--- src/rtl/int_rs_sched.sv ---
`default_nettype none
// ============================================================================
// Module      : int_rs_sched
// Description : Reservation station and issue scheduler for the 64-bit integer
//               add/sub functional unit. Buffers dispatched operations, wakes
//               pending operands from CDB broadcasts, issues one ready entry
//               per cycle (round-robin) to the combinational adder/subtractor
//               and holds the result until the CDB arbiter grants it.
// Ports       : clk, rst_n (async, active-low), flush (sync clear)
//               disp_*  : dispatch request / operands / destination tag
//               cdb_*   : common data bus broadcast (wakeup + forwarding)
//               fu_*    : operands to and result from the datapath
//               res_*   : registered result awaiting CDB, res_grant accepts it
//               perf_issue_cnt, perf_full_cnt : only with INT_RS_PERF_EN
// Options     : `define INT_RS_PERF_EN adds saturating performance counters
// Revision    : 1.0 - initial release
// ============================================================================
module int_rs_sched #(
    parameter int ENTRIES = 4,
    parameter int TAG_W   = 4,
    parameter int XLEN    = 64
) (
    input  logic             clk,
    input  logic             rst_n,
    input  logic             flush,
    input  logic             disp_valid,
    output logic             disp_ready,
    input  logic             disp_op,
    input  logic [TAG_W-1:0] disp_qj,
    input  logic [TAG_W-1:0] disp_qk,
    input  logic [XLEN-1:0]  disp_vj,
    input  logic [XLEN-1:0]  disp_vk,
    input  logic [TAG_W-1:0] disp_tag,
    input  logic             cdb_valid,
    input  logic [TAG_W-1:0] cdb_tag,
    input  logic [XLEN-1:0]  cdb_data,
    output logic             fu_op,
    output logic [XLEN-1:0]  fu_a,
    output logic [XLEN-1:0]  fu_b,
    input  logic [XLEN-1:0]  fu_res,
    input  logic             fu_bout,
    output logic             res_valid,
    output logic [TAG_W-1:0] res_tag,
    output logic [XLEN-1:0]  res_data,
    output logic             res_bout,
`ifdef INT_RS_PERF_EN
    output logic [31:0]      perf_issue_cnt,
    output logic [31:0]      perf_full_cnt,
`endif
    input  logic             res_grant
);

    localparam int PTR_W = (ENTRIES > 1) ? $clog2(ENTRIES) : 1;

    // Entry storage
    logic [ENTRIES-1:0] r_valid;
    logic [ENTRIES-1:0] r_op;
    logic [TAG_W-1:0]   r_qj [ENTRIES];
    logic [TAG_W-1:0]   r_qk [ENTRIES];
    logic [XLEN-1:0]    r_vj [ENTRIES];
    logic [XLEN-1:0]    r_vk [ENTRIES];
    logic [TAG_W-1:0]   r_tag[ENTRIES];
    logic [PTR_W-1:0]   r_ptr;

    // Result register
    logic               r_res_valid;
    logic [TAG_W-1:0]   r_res_tag;
    logic [XLEN-1:0]    r_res_data;
    logic               r_res_bout;

    logic               w_free_found;
    logic [PTR_W-1:0]   w_free_idx;
    logic [ENTRIES-1:0] w_rdy;
    logic               w_sel_found;
    logic [PTR_W-1:0]   w_sel_idx;
    logic [PTR_W-1:0]   w_ptr_next;
    logic               w_issue;
    logic               w_disp;
    logic               w_cdb_hit;
    logic               w_fwd_j;
    logic               w_fwd_k;

    // Lowest-index free entry; uses registered valids only, so an entry freed
    // by this cycle's issue is not offered to dispatch until next cycle.
    always_comb begin : p_free
        w_free_found = 1'b0;
        w_free_idx   = '0;
        for (int i = ENTRIES - 1; i >= 0; i--) begin
            if (!r_valid[i]) begin
                w_free_found = 1'b1;
                w_free_idx   = PTR_W'(i);
            end
        end
    end

    always_comb begin : p_rdy
        for (int i = 0; i < ENTRIES; i++) begin
            w_rdy[i] = r_valid[i] && (r_qj[i] == '0) && (r_qk[i] == '0);
        end
    end

    // First ready entry at or after the round-robin pointer, wrapping.
    always_comb begin : p_sel
        int v;
        w_sel_found = 1'b0;
        w_sel_idx   = '0;
        v           = 0;
        for (int k = 0; k < ENTRIES; k++) begin
            v = int'(r_ptr) + k;
            if (v >= ENTRIES) begin
                v = v - ENTRIES;
            end
            if (!w_sel_found && w_rdy[PTR_W'(v)]) begin
                w_sel_found = 1'b1;
                w_sel_idx   = PTR_W'(v);
            end
        end
    end

    assign w_ptr_next = (w_sel_idx == PTR_W'(ENTRIES - 1)) ? '0 : w_sel_idx + 1'b1;

    // A held result blocks issue unless it is granted in the same cycle.
    assign w_issue    = w_sel_found && (!r_res_valid || res_grant) && !flush;
    assign disp_ready = w_free_found;
    assign w_disp     = disp_valid && w_free_found;
    assign w_cdb_hit  = cdb_valid && (cdb_tag != '0);
    assign w_fwd_j    = w_cdb_hit && (disp_qj == cdb_tag);
    assign w_fwd_k    = w_cdb_hit && (disp_qk == cdb_tag);

    assign fu_op = w_issue ? r_op[w_sel_idx] : 1'b0;
    assign fu_a  = w_issue ? r_vj[w_sel_idx] : '0;
    assign fu_b  = w_issue ? r_vk[w_sel_idx] : '0;

    always_ff @(posedge clk or negedge rst_n) begin
        if (!rst_n) begin
            r_valid <= '0;
            r_op    <= '0;
            r_ptr   <= '0;
            for (int i = 0; i < ENTRIES; i++) begin
                r_qj[i]  <= '0;
                r_qk[i]  <= '0;
                r_vj[i]  <= '0;
                r_vk[i]  <= '0;
                r_tag[i] <= '0;
            end
        end else if (flush) begin
            r_valid <= '0;
            r_op    <= '0;
            r_ptr   <= '0;
            for (int i = 0; i < ENTRIES; i++) begin
                r_qj[i]  <= '0;
                r_qk[i]  <= '0;
                r_vj[i]  <= '0;
                r_vk[i]  <= '0;
                r_tag[i] <= '0;
            end
        end else begin
            for (int i = 0; i < ENTRIES; i++) begin
                // Wakeup: both operands may match the same broadcast.
                if (r_valid[i] && w_cdb_hit) begin
                    if (r_qj[i] == cdb_tag) begin
                        r_qj[i] <= '0;
                        r_vj[i] <= cdb_data;
                    end
                    if (r_qk[i] == cdb_tag) begin
                        r_qk[i] <= '0;
                        r_vk[i] <= cdb_data;
                    end
                end
                if (w_issue && (w_sel_idx == PTR_W'(i))) begin
                    r_valid[i] <= 1'b0;
                end
                // The dispatch target is always a free entry, so it never
                // collides with the issued or woken entries above.
                if (w_disp && (w_free_idx == PTR_W'(i))) begin
                    r_valid[i] <= 1'b1;
                    r_op[i]    <= disp_op;
                    r_tag[i]   <= disp_tag;
                    r_qj[i]    <= w_fwd_j ? '0 : disp_qj;
                    r_vj[i]    <= w_fwd_j ? cdb_data : disp_vj;
                    r_qk[i]    <= w_fwd_k ? '0 : disp_qk;
                    r_vk[i]    <= w_fwd_k ? cdb_data : disp_vk;
                end
            end
            if (w_issue) begin
                r_ptr <= w_ptr_next;
            end
        end
    end

    always_ff @(posedge clk or negedge rst_n) begin
        if (!rst_n) begin
            r_res_valid <= 1'b0;
            r_res_tag   <= '0;
            r_res_data  <= '0;
            r_res_bout  <= 1'b0;
        end else if (flush) begin
            r_res_valid <= 1'b0;
            r_res_tag   <= '0;
            r_res_data  <= '0;
            r_res_bout  <= 1'b0;
        end else if (w_issue) begin
            r_res_valid <= 1'b1;
            r_res_tag   <= r_tag[w_sel_idx];
            r_res_data  <= fu_res;
            // The datapath borrow is meaningless for add.
            r_res_bout  <= fu_bout & r_op[w_sel_idx];
        end else if (res_grant) begin
            r_res_valid <= 1'b0;
        end
    end

    assign res_valid = r_res_valid;
    assign res_tag   = r_res_tag;
    assign res_data  = r_res_data;
    assign res_bout  = r_res_bout;

`ifdef INT_RS_PERF_EN
    logic [31:0] r_perf_issue;
    logic [31:0] r_perf_full;

    always_ff @(posedge clk or negedge rst_n) begin
        if (!rst_n) begin
            r_perf_issue <= '0;
            r_perf_full  <= '0;
        end else if (flush) begin
            r_perf_issue <= '0;
            r_perf_full  <= '0;
        end else begin
            if (w_issue && (r_perf_issue != '1)) begin
                r_perf_issue <= r_perf_issue + 32'd1;
            end
            if (disp_valid && !w_free_found && (r_perf_full != '1)) begin
                r_perf_full <= r_perf_full + 32'd1;
            end
        end
    end

    assign perf_issue_cnt = r_perf_issue;
    assign perf_full_cnt  = r_perf_full;
`endif

endmodule
`default_nettype wire
--- config.mk ---
export PLATFORM = sky130hd
export DESIGN_NAME = int_rs_sched
export DESIGN_NICKNAME = d
export VERILOG_FILES = /design/src/rtl/int_rs_sched.sv
export SDC_FILE = /design/constraint.sdc
export NUM_CORES = 2
export LEC_CHECK = 0
export ABC_AREA = 1
export CELL_PAD_IN_SITES_DETAIL_PLACEMENT = 0
export CELL_PAD_IN_SITES_GLOBAL_PLACEMENT = 2
export CORE_UTILIZATION = 39
export DETAILED_ROUTE_END_ITERATION = 7
export DONT_BUFFER_PORTS = 1
export PLACE_DENSITY_LB_ADDON = 0.25
export SETUP_SLACK_MARGIN = 0.1
export SLEW_MARGIN = 40
export SYNTH_ARGS = -nofsm -noshare
export SYNTH_HDL_FRONTEND = slang
export SYNTH_SLANG_ARGS = --single-unit
--- constraint.sdc ---
create_clock -name clk -period 4.4 [get_ports clk]
set_input_delay 0.88 -clock clk [delete_from_list [all_inputs] [get_ports clk]]
set_output_delay 0.88 -clock clk [all_outputs]
set_load 0.01 [all_outputs]
==> impl_results.html <==
<table>
<tr><th>Metric</th><th>Value</th></tr>
<tr><th colspan="2">Status</th></tr>
<tr><td>Run status</td><td>finished clean</td></tr>
<tr><th colspan="2">Placement</th></tr>
<tr><td>Detailed-placement wirelength estimate</td><td>89400 µm</td></tr>
<tr><td>Area of placed instances</td><td>38100 µm²</td></tr>
<tr><td>Total instance count after detailed placement</td><td>6305</td></tr>
<tr><td>Buffers on Ports</td><td>0</td></tr>
<tr><td>RePlAce Congestion</td><td>0.863</td></tr>
<tr><td>Placement-stage worst setup slack</td><td>427 ps</td></tr>
<tr><th colspan="2">Yosys</th></tr>
<tr><td>Number of warnings printed during yosys synthesis</td><td>0</td></tr>
<tr><td>Cell Area, Synth</td><td>36700 µm²</td></tr>
<tr><td>Synthesized net count</td><td>5608</td></tr>
<tr><td>Synthesized flop and latch total</td><td>640</td></tr>
<tr><td>Sequential area share after synthesis</td><td>43.6%</td></tr>
<tr><td>Cell count after synthesis</td><td>5324</td></tr>
<tr><td>Mean post-synth cell area</td><td>6.89 µm²</td></tr>
<tr><td>Cell variety after synth</td><td>35</td></tr>
<tr><th colspan="2">Clocking</th></tr>
<tr><td>Bufs on Longest Clock Path</td><td>3</td></tr>
<tr><td>Num Clock Sinks</td><td>640</td></tr>
<tr><td>Clock latency of the later-clocked register in the worst-skew pair</td><td>640 ps</td></tr>
<tr><td>Clock transition at path regs</td><td>60 ps</td></tr>
<tr><td>Clock tree from TritonCTS</td><td>built</td></tr>
<tr><td>Clock buffers created by TritonCTS</td><td>78</td></tr>
<tr><td>Clk root buf</td><td>sky130_fd_sc_hd__clkbuf_16</td></tr>
<tr><td>H-tree lvl count</td><td>3</td></tr>
<tr><th colspan="2">Timing</th></tr>
<tr><td>Relative slew slack</td><td>38.8%</td></tr>
<tr><td>Number of endpoints with negative hold slack in the final report</td><td>0</td></tr>
<tr><td>Unrepaired setup endpoints after global routing</td><td>true</td></tr>
<tr><td>Fin crit period</td><td>4200 ps</td></tr>
<tr><td>Worst clock skew on the final layout</td><td>21.9 ps</td></tr>
<tr><td>Count of final max-slew check failures</td><td>0</td></tr>
<tr><td># setup viols final</td><td>0</td></tr>
<tr><td>Slew at the pin closest to its max-slew limit</td><td>918 ps</td></tr>
<tr><td>Total negative setup slack</td><td>0 ps</td></tr>
<tr><td>Minimum setup slack in the final design</td><td>200 ps</td></tr>
<tr><td>Max Fclk</td><td>238 MHz</td></tr>
<tr><td>Final period utilization</td><td>95.5%</td></tr>
<tr><th colspan="2">Critical path</th></tr>
<tr><td>Length in cells of the worst reg-to-reg path</td><td>12</td></tr>
<tr><td>Family of cells with the greatest summed delay on the critical path</td><td>simple AND/OR/NAND/NOR gates</td></tr>
<tr><td>Beginning of the worst register-to-register path</td><td>r_ptr[0]</td></tr>
<tr><td>Most repeated library cell on the critical path</td><td>sky130_fd_sc_hd__nand2_1</td></tr>
<tr><td>Startpoint Class</td><td>flop</td></tr>
<tr><td>Critical path type</td><td>reg2out</td></tr>
<tr><td>Data arrival, critical path</td><td>3320 ps</td></tr>
<tr><td>Stage delay of the slowest cell on the critical path</td><td>490 ps</td></tr>
<tr><td>Peak fanout along the critical path</td><td>64</td></tr>
<tr><td>Worst endpoint required time</td><td>3520 ps</td></tr>
<tr><td>Master of the slowest instance on the critical path</td><td>sky130_fd_sc_hd__dfrtp_2</td></tr>
<tr><td>Total buffers and inverters traversed by the critical path</td><td>4</td></tr>
<tr><td>Cell depth of the worst setup path</td><td>13</td></tr>
<tr><td>CP cell instances</td><td>inv_2 &gt; nand3_1 &gt; nand2_1 &gt; nand2_1 &gt; nand2_1 &gt; inv_2 &gt; nand3_2 &gt; nand2_1 &gt; nor2_4 &gt; clkbuf_16 &gt; nand2_1 &gt; nor2_2 &gt; buf_4</td></tr>
<tr><td>Kind of end point of the critical path</td><td>primary output</td></tr>
<tr><td>Crit path from</td><td>r_ptr[0]</td></tr>
<tr><th colspan="2">Cells and area</th></tr>
<tr><td>Fin util</td><td>44.9%</td></tr>
<tr><td>Post-synthesis to final-layout area growth</td><td>14.1%</td></tr>
<tr><td>Post-route cell area</td><td>41900 µm²</td></tr>
<tr><td>Layout fillers</td><td>9863</td></tr>
<tr><td>Number of nets in the final layout</td><td>5455</td></tr>
<tr><td>Share of final-layout standard cells stronger than drive strength 1</td><td>8.32%</td></tr>
<tr><td>Commonest cells after routing, fill and taps aside</td><td>sky130_fd_sc_hd__nand2_1, sky130_fd_sc_hd__nand3_1, sky130_fd_sc_hd__dfrtp_1</td></tr>
<tr><td>Most frequent standard cell in the layout excluding fill and tap cells</td><td>sky130_fd_sc_hd__nand2_1</td></tr>
<tr><td>Post-Layout Cell Count</td><td>6487</td></tr>
<tr><th colspan="2">Floorplan</th></tr>
<tr><td>Die area</td><td>95300 µm²</td></tr>
<tr><td>Initial standard-cell utilization of the core</td><td>39.3%</td></tr>
<tr><td>Core area</td><td>93300 µm²</td></tr>
<tr><td>Die W</td><td>309 µm</td></tr>
<tr><td>Top Ports</td><td>480</td></tr>
<tr><td>Floorplan die height</td><td>309 µm</td></tr>
<tr><td>Standard-cell rows</td><td>112</td></tr>
<tr><th colspan="2">Route</th></tr>
<tr><td>Count of vias placed by the detailed router</td><td>36700</td></tr>
<tr><td>Total length of routed wires</td><td>163000 µm</td></tr>
<tr><td>DR vias/cell</td><td>5.65</td></tr>
<tr><td>Count of antenna-violating nets left after detailed routing</td><td>0</td></tr>
<tr><td>Residual DRC</td><td>0</td></tr>
<tr><td>Count of TritonRoute iterations in the first routing pass</td><td>5</td></tr>
<tr><td>Average routed wire per standard cell</td><td>25.1 µm</td></tr>
<tr><td>Starting DRC count in detailed routing</td><td>3812</td></tr>
<tr><th colspan="2">Global route</th></tr>
<tr><td>Total routing usage reported by global routing</td><td>33.3%</td></tr>
<tr><td>Total congestion overflow</td><td>0</td></tr>
<tr><td>Maximum number of pins on one net before global-route repair</td><td>641</td></tr>
<tr><td>First-pass GRT wire length</td><td>236000 µm</td></tr>
<tr><td>Initial antenna violation count</td><td>6</td></tr>
<tr><td>Number of global-route vias before repair</td><td>35100</td></tr>
<tr><th colspan="2">Power</th></tr>
<tr><td>Pwr Density</td><td>516 nW/µm²</td></tr>
<tr><td>Largest vdd supply drop</td><td>0.391 mV</td></tr>
<tr><td>Leak Pwr</td><td>21.7 nW</td></tr>
<tr><th colspan="2">Hold path</th></tr>
<tr><td>Class of the tightest hold or removal check</td><td>in2async</td></tr>
<tr><th colspan="2">Job</th></tr>
<tr><td>Maxcap violations</td><td>0</td></tr>
</table>
logic make-up (layout without fill, tap and decap cells):
kind of cell	count (synthesis)	count (layout)	synth area share, %
buffers and inverters	657	564	7.47
AO/OA/AOI/OAI	339	339	5.49
XOR/XNOR	41	41	1.03
AND/OR/NAND/NOR	3581	3581	40.5
adder cells (fa/ha/maj)	4	4	0.136
flip-flops	640	640	43.6
multiplexers	62	62	1.69
other	0	2	0
cell usage after synthesis (all sizes together):
cell type | instances | area (µm²)
a21oi | 4 | 31.3
a22o | 64 | 561
a31oi | 1 | 6.26
buf | 203 | 1040
clkbuf | 189 | 709
dfrtp | 640 | 16000
ha | 4 | 50.1
inv | 265 | 995
mux2i | 62 | 621
nand2 | 2045 | 7690
nand3 | 1078 | 5420
nand4 | 9 | 56.3
nor2 | 433 | 1640
nor3 | 15 | 80.1
nor4 | 1 | 6.26
o211ai | 5 | 37.5
o21ai | 234 | 1170
o21bai | 1 | 7.51
o22ai | 29 | 181
o41ai | 1 | 16.3
xnor2 | 11 | 115
xor2 | 30 | 263
flip-flops by register name, indices dropped and copies added (netlist names), 4 cells and up:
name and flops:
r_op 4, r_qk 16, r_vj 256, res_data 64
r_vk 256, r_qj 16, res_tag 4, r_tag 16
r_valid 4
report_power, final:
group / leakage (nW) / internal, mW / switching, mW / total [mW]
registers: 8.36 / 6.74 / 0.608 / 7.35
clock network: 1.32 / 4.03 / 2.73 / 6.76
logic: 12.0 / 2.42 / 5.07 / 7.49
layer usage:
layer | part of all wire [%] | GRT usage, % | up-vias
met5 | 0.028 | 0 | -
li1 | - | - | 16900
met1 | 43 | 45.4 | 17900
met2 | 46 | 54.3 | 1628
met3 | 7.7 | 5.01 | 253
met4 | 2.8 | 10.2 | 8
timing repair:
| action | in CTS | in global routing |
|---|---|---|
| hold endpoints to repair | 240 | 33 |
| setup buffers | 6 | 16 |
| gates cloned | 7 | 7 |
| setup endpoints to repair | 128 | 129 |
| gates resized for setup | 48 | 90 |
| pin swaps | 2 | 6 |
metrics by stage:
stage               hold WS (ps)  power, mW
global placement             462       13.7
global route                85.3       22.6
floorplan                    448       11.6
CTS                        -48.5       21.1
finish                      86.4       21.6
detailed placement           471       13.7
worst paths after layout:
| kind | slack, ps | endpoint |
|---|---|---|
| worst max-delay path | 200 | fu_b[2] |
| worst min-delay path | 90 | r_vk[16] |
| max in group asynchronous | 2370 | res_data[30] |
| worst min register to register | 480 | r_tag[2] |
| min in group clk | 390 | res_data[17] |
| worst max register to register | 1430 | res_data[28] |
final cells by class:
type	instances	area (µm²)	area share, %
Antenna cell	2	5.00	0.0120
Clock buffer	116	2380	5.68
Clock inverter	24	270	0.646
Inverter	265	1020	2.44
Multi-Input combinational cell	4027	18500	44.3
Sequential cell	640	16000	38.3
Tap cell	1254	1570	3.75
Timing Repair Buffer	159	2060	4.92
(Power assumes the default switching activity.)
